## config.mk

```make
export PLATFORM = sky130hd
export DESIGN_NAME = counter_ctrl_sched
export DESIGN_NICKNAME = d
export VERILOG_FILES = /design/src/rtl/counter_ctrl_sched.sv
export SDC_FILE = /design/constraint.sdc
export NUM_CORES = 1
export LEC_CHECK = 0
export ABC_AREA = 0
export CORE_MARGIN = 1.5
export CORE_UTILIZATION = 30
export DETAILED_ROUTE_END_ITERATION = 16
export SKIP_LAST_GASP = 1
export SYNTH_ARGS = -nofsm -noshare
export SYNTH_HDL_FRONTEND = slang
export SYNTH_SLANG_ARGS = --single-unit
```

## constraint.sdc

```tcl
create_clock -name global_clock -period 3.4 [get_ports global_clock]
set_input_delay 0.68 -clock global_clock [delete_from_list [all_inputs] [get_ports global_clock]]
set_output_delay 0.68 -clock global_clock [all_outputs]
set_load 0.01 [all_outputs]
```

## src/rtl/counter_ctrl_sched.sv

```systemverilog
// counter_ctrl_sched
//   Owns the board count register. Debounced button pulses (up, down, clear,
//   mode) are latched into sticky pending bits and served one per clock by
//   fixed priority: clear > mode > up > down. An auto-run mode steps the count
//   from an internal prescaler tick every TICK_DIV clocks.
//
// Ports
//   global_clock  in   system clock, rising edge
//   reset         in   asynchronous, active-low reset
//   btn_up        in   one-cycle debounced pulse
//   btn_down      in   one-cycle debounced pulse
//   btn_clear     in   one-cycle debounced pulse
//   btn_mode      in   one-cycle debounced pulse
//   count_value   out  [WIDTH-1:0] current count (0..MAX_COUNT), registered
//   mode_state    out  [1:0] 00 MANUAL, 01 AUTO_RUN, 10 AUTO_PAUSE
//   count_dir     out  1 = up, 0 = down
//   step_pulse    out  one cycle high after each up/down step (not on clear)
//   wrap_pulse    out  one cycle high when that step wrapped
//   busy          out  high while any pending bit is set
module counter_ctrl_sched #(
  parameter int WIDTH     = 16,
  parameter int MAX_COUNT = 9999,
  parameter int TICK_DIV  = 100000000
) (
  input  logic             global_clock,
  input  logic             reset,
  input  logic             btn_up,
  input  logic             btn_down,
  input  logic             btn_clear,
  input  logic             btn_mode,
  output logic [WIDTH-1:0] count_value,
  output logic [1:0]       mode_state,
  output logic             count_dir,
  output logic             step_pulse,
  output logic             wrap_pulse,
  output logic             busy
);

  typedef enum logic [1:0] {
    MANUAL     = 2'b00,
    AUTO_RUN   = 2'b01,
    AUTO_PAUSE = 2'b10
  } mode_t;

  localparam int PW = (TICK_DIV > 2) ? $clog2(TICK_DIV) : 1;
  localparam logic [PW-1:0]    TICK_LAST = PW'(TICK_DIV - 1);
  localparam logic [WIDTH-1:0] MAX_VAL   = WIDTH'(MAX_COUNT);

  // Pending / served bit order: [3] clear, [2] mode, [1] up, [0] down
  logic [3:0]       pending_reg;
  logic [3:0]       served;
  logic [WIDTH-1:0] count_reg;
  logic [PW-1:0]    presc_reg;
  mode_t            mode_reg;
  logic             dir_reg;
  logic             step_pulse_reg;
  logic             wrap_pulse_reg;

  logic             tick;
  logic             do_step;
  logic             step_up;
  logic             wrap_hit;
  logic [WIDTH-1:0] step_value;

  // Fixed-priority pick of a single pending bit
  always_comb begin
    served = 4'b0000;
    if (pending_reg[3])      served = 4'b1000;
    else if (pending_reg[2]) served = 4'b0100;
    else if (pending_reg[1]) served = 4'b0010;
    else if (pending_reg[0]) served = 4'b0001;
  end

  // Tick is decided from the state before the edge, so a mode change leaving
  // AUTO_RUN on this edge still lets the tick step the count.
  assign tick = (mode_reg == AUTO_RUN) && (presc_reg == TICK_LAST);

  // Step decision. Clear wins over everything, including a coincident tick.
  // Ticks only happen in AUTO_RUN and manual steps only in MANUAL, so the two
  // never compete for the same edge.
  always_comb begin
    do_step = 1'b0;
    step_up = 1'b1;
    if (!served[3]) begin
      if (tick) begin
        do_step = 1'b1;
        step_up = dir_reg;
      end else if (mode_reg == MANUAL && served[1]) begin
        do_step = 1'b1;
        step_up = 1'b1;
      end else if (mode_reg == MANUAL && served[0]) begin
        do_step = 1'b1;
        step_up = 1'b0;
      end
    end
  end

  // Compare against the limits before adding so WIDTH never overflows
  assign wrap_hit   = step_up ? (count_reg == MAX_VAL) : (count_reg == '0);
  assign step_value = step_up ? (wrap_hit ? '0 : count_reg + WIDTH'(1))
                              : (wrap_hit ? MAX_VAL : count_reg - WIDTH'(1));

  always_ff @(posedge global_clock or negedge reset) begin
    if (!reset) begin
      pending_reg    <= 4'b0000;
      count_reg      <= '0;
      presc_reg      <= '0;
      mode_reg       <= MANUAL;
      dir_reg        <= 1'b1;
      step_pulse_reg <= 1'b0;
      wrap_pulse_reg <= 1'b0;
    end else begin
      // A pulse landing on the edge its own bit is served re-arms the bit
      pending_reg    <= (pending_reg & ~served) |
                        {btn_clear, btn_mode, btn_up, btn_down};
      step_pulse_reg <= do_step;
      wrap_pulse_reg <= do_step & wrap_hit;

      if (served[3])    count_reg <= '0;
      else if (do_step) count_reg <= step_value;

      if (served[1])      dir_reg <= 1'b1;
      else if (served[0]) dir_reg <= 1'b0;

      if (served[2]) begin
        unique case (mode_reg)
          MANUAL:   mode_reg <= AUTO_RUN;
          AUTO_RUN: mode_reg <= AUTO_PAUSE;
          default:  mode_reg <= MANUAL;
        endcase
      end

      // Prescaler runs on the registered mode; entering AUTO_RUN restarts it
      if (served[3])                              presc_reg <= '0;
      else if (served[2] && mode_reg == MANUAL)   presc_reg <= '0;
      else if (mode_reg == AUTO_RUN)              presc_reg <= tick ? '0 : presc_reg + PW'(1);
    end
  end

  assign count_value = count_reg;
  assign mode_state  = mode_reg;
  assign count_dir   = dir_reg;
  assign step_pulse  = step_pulse_reg;
  assign wrap_pulse  = wrap_pulse_reg;
  assign busy        = |pending_reg;

endmodule

```

# Word-level counts from Yosys, hierarchy flattened
# Cells that the tools add are included.
totals:
  ff_bits: 52
  wordCells: 52
classes:
  n_mux: 25
  n_eq_ne: 3
  n_addsub: 3
  reduce_logical: 10
  bitwise: 4
ops:
  columns: ["op", "count"]
  rows:
  - ["$mux 27", 4]
  - ["$mux 16", 5]
  - ["$add 27x1->27 const B", 1]
  - ["$eq 27x27->1 const B", 1]
  - ["$add 16x1->16 const B", 1]
  - ["$eq 16x14->1 const B", 1]
  - ["$logic_not 16->1", 1]
  - ["$sub 16x1->16 const B", 1]
  - ["$mux 1", 12]
  - ["$and 4x4->4", 1]
  - ["$logic_and 1x1->1", 4]
  - ["$mux 4", 1]
  - ["$not 4->4", 1]
  - ["$or 4x4->4", 1]
  - ["$pmux 2 s2", 1]
  - ["$reduce_bool 2->1", 2]
  - ["$reduce_or 4->1", 1]
  - ["$mux 3", 1]
  - ["$reduce_bool 3->1", 1]
  - ["$eq 2x1->1 const B", 1]
  - ["$logic_not 2->1", 1]
  - ["$mux 2", 1]
  - ["$and 1x1->1", 1]

# Logic depth before layout (Yosys ltp)
logic_depth:
  ltp_word: 14
  ltp_mapped: 11
  depth_no_buf: 9

# Worst setup path after synthesis
# No wires, ideal clock.
synth_path:
  kind: "register to register"
  from: "register presc_reg[0]"
  to: "register count_reg[12] (netlist: count_value[12])"
  path_buffers: 3
  arrival_time_ps: 2564
  period_less_slack_ps: 2663
  setup_time_ps: 99
  path_stages_with_launch: 12
  required_ps: 3301
  path_slack_ps: 737
  path_cell_list: "dfrtp_1 ha_1 nand3_1 or4_1 or4b_1 buf_2 and2_4 buf_6 buf_6 nor3_2 nor2_1 a311oi_1"
synth_between:
  elab_chain_len: 9
synth_lines:
  columns: ["element", "line_no", "source"]
  rows:
  - ["start, declared", "53", "logic [PW-1:0] presc_reg;"]
  - ["start signal, assigned", "136", "else if (mode_reg == AUTO_RUN) presc_reg <= tick ? '0 : presc_reg + PW'(1);"]
  - ["$eq 27x27->1 *", "76", "assign tick = (mode_reg == AUTO_RUN) && (presc_reg == TICK_LAST);"]
  - ["$logic_and 1x1->1 *", "76", null]
  - ["$mux 1", "85", "if (tick) begin"]
  - ["$mux 1", "84", "if (!served[3]) begin"]
  - ["$mux 1", "99", "assign wrap_hit = step_up ? (count_reg == MAX_VAL) : (count_reg == '0);"]
  - ["$mux 16, on equally long branches", "101, 100", null]
  - ["$mux 16", "100", "assign step_value = step_up ? (wrap_hit ? '0 : count_reg + WIDTH'(1))"]
  - ["$mux 16", "120", "else if (do_step) count_reg <= step_value;"]
  - ["$mux 16", "119", "if (served[3]) count_reg <= '0;"]
  - ["end signal, assigned", "120", null]
  - ["end, declared", "52", "logic [WIDTH-1:0] count_reg;"]
# Mark *: on every way between the ends. The rest lies on a longest branch, timed or not. The select of a mux whose other input is x is not followed.
# A chain may end at the register's enable or synchronous reset.

# Worst setup path after layout
layout_path:
  from: "register presc_reg[0]"
  to: "register count_reg[14] (netlist: count_value[14])"
# Same word-level chain as after synthesis.

==> impl_results.md <==
* Clock root cell: clkbuf_8
* Comb pwr share at 23.1%
* Max reg flops at 27
* Number of fill cells at 1083
* DP Wirelength at 5.79 mm
* N_diodes at 0
* # Post-CTS Setup Buffers at 0
* Pleak at 1.51 nW
* R2R depth at 8
* Setup slack after placement at 358 ps
* Overall power at 1.35 mW
* Minimum clock period at 3050 ps
* Worst Skew at 9.67 ps
* Core area at 10400 um2
* Port Buffer Count at 27
* Post-synth ARST share at 100%
* Syn Std Cell Area at 3250 um2
* Period Utilization, post-route at 89.8%
* Die height at 107 um
* Sw Share at 33.1%
* Worst r2r src: presc_reg[0]$_DFFE_PN0P_
* Critical path required time at 3620 ps
* Global route overflow at 0
* Most frequent cells in the layout: dfrtp_1, nor2_1, nand2_1
* Post-synthesis sequential area ratio at 40.1%
* GR Util met3 at 2.37%
* Internal power at 0.905 mW
* Relative slew slack at 49.1%
* Die X-Extent at 107 um
* Yosys warns at 0
* HP Class: input port to asynchronous set/reset pin
* DRT Pass-1 Iters at 5
* RSZ-0062 raised after global routing: false
* M2 GR Usage at 22.0%
* Count of final max-slew check failures at 0
* I/O pins at 28
* Worst-margin pin slew at 758 ps
* H-tree depth at 2
* Type of the worst setup path: register to register
* Num rows at 37
* Maximum root-to-sink buffer count at 2
* Drt wl/cell at 15.1 um
* Crit. Startpoint: presc_reg[0]$_DFFE_PN0P_
* Fin. Hold Viols at 0
* Final WL at 8.10 mm
* Setup ws final at 345 ps
* Yosys cell types at 54
* Post-CTS sizing at 0
* Startpoint Class: register
* Non-filler cells, final at 538
* Max-cap check violation count at 0
* TritonCTS buffer count at 5
* Detail Route Antenna Nets at 0
* Die area at 11500 um2
* Psw at 0.448 mW
* Initial antenna violation count at 0
* GR peak layer: met1
* Critical Path End: count_value[14]$_DFFE_PN0P_
* Max IR drop VDD at 0.000208 V
* Global-route wire length before repair at 13.8 mm
* Gr usage total at 15.0%
* Top_reg_cell synth: dfrtp_1
* Largest net degree at the start of global routing at 31
* Worst skew pair latency at 320 ps
* Post-synth EDFFs at 0
* Final Setup Violations at 0
* DRT iter0 DRCs at 320
* Vias in the first global route at 2668
* Hold buffer count at cts at 0
* Clk sink count at 52
* Power per cell area at 367 nW/um2
* Via Count at 2953
* Reg-to-reg slack, setup at 350 ps
* Syn Area/Cell at 8.40 um2
* NumNets Final at 412
* # placed instances at 531
* Outcome: completed
* Setup total negative slack at 0 ps
* CP arrival at 3270 ps
* Placer Congestion at 0.940
* TritonCTS clock tree: built
* Area Overhead vs Synth at 13.5%
* Fmax at 0.327 GHz
* Syn Inst Count at 387
* #FFs+latches synth at 52
* CTS clk-pin slew, worst paths at 100 ps
* Synth Net Count at 397
* Share of post-route cells with drive strength above 1 at 7.71%
* RR Endpoint: count_value[14]$_DFFE_PN0P_
* Via/cell ratio at 5.49
* # DRC at 0
* Initial core utilization at 31.2%
* Sequential share of power at 51.5%
* Crit Path Max Fanout at 8
* Most common cell after layout, fill and taps aside: dfrtp_1
* Met1 Resource Use GR at 22.5%
* Clock share of power at 25.4%
* Worst setup EP type: register
## area by class of cell
cell class                      instances  area, um2  share of cell area [%]
Multi-Input combinational cell        307       1830                    49.5
Sequential cell                        52       1300                    35.3
Timing Repair Buffer                   31        295                    8.00
Tap cell                              136        170                    4.61
Clock buffer                            6       72.6                    1.97
Inverter                                5       18.8                   0.509
Clock inverter                          1       5.00                   0.136
## kinds of logic (layout without fill, tap and decap cells)
logic type | Yosys count | count (layout) | share of synthesized area [%]
AOI/OAI and AO/OA | 73 | 73 | 14.7
xor gates and xnor gates | 23 | 23 | 6.20
adders and majority gates | 4 | 4 | 1.54
buffers and inverters | 28 | 43 | 3.77
DFF | 52 | 52 | 40.1
muxes | 9 | 9 | 2.96
and+or+nand+nor | 198 | 198 | 30.8
## cell usage after synthesis, types with 4 or more instances
cell type  number  area share (%)
a21oi_1        19             2.9
a311oi_1        7             1.9
a31oi_1         6             1.2
and3_1         11             2.1
clkbuf_1       19             2.2
dfrtp_1        51              39
ha_1            4             1.5
inv_1           5            0.58
mux2_2          5             1.7
mux2i_1         4             1.2
nand2_1        42             4.8
nand3_1        26             4.0
nand4_1         8             1.5
nor2_1         50             5.8
nor3_1         18             2.8
o21ai_0        15             2.3
or2_2           5            0.96
or3_1           4            0.77
or4_1           7             1.6
xnor2_1        11             3.0
xor2_1         12             3.2
## how the worst min path moves through the flow
stage,end,from,depth (start not counted)
finish,presc_reg[9]$_DFFE_PN0P_,reset,1
global route,presc_reg[9]$_DFFE_PN0P_,reset,1
CTS,presc_reg[9]$_DFFE_PN0P_,reset,1
detailed placement,presc_reg[24]$_DFFE_PN0P_,presc_reg[24]$_DFFE_PN0P_,1
global placement,presc_reg[24]$_DFFE_PN0P_,presc_reg[24]$_DFFE_PN0P_,1
floorplan,count_value[0]$_DFFE_PN0P_,reset,0
## power by group through the flow
stage | clock [mW] | sequential, mW | combinational [mW]
2_1_floorplan | 0 | 0.696 | 0.202
3_3_place_gp | 0 | 0.706 | 0.312
3_5_place_dp | 0 | 0.709 | 0.311
4_1_cts | 0.360 | 0.696 | 0.313
5_1_grt | 0.380 | 0.700 | 0.351
6_report | 0.344 | 0.697 | 0.313
## layer usage
layer  wire length (um)  vias up
met5                  0        -
met4                121        0
met3                492       11
met2               3570      109
met1               3920     1408
li1                   -     1425
## worst max-delay path: stages (launching register included)
cell,delay [ps]
dfrtp_1,400
ha_1,180
nand3_1,100
or4_1,520
or4b_1,660
nand3_1,180
nor3b_2,500
a21oi_1,120
a311oi_1,270
## metrics by stage
stage	utilization, %	hold WS, ps	instance area (um2)
floorplan	-	384	3250
global placement	34.7	491	3610
detailed placement	34.7	486	3610
CTS	35.4	413	3690
global route	35.4	437	3690
finish	35.4	387	3690
Note: power is estimated with default switching activity, not from simulation.
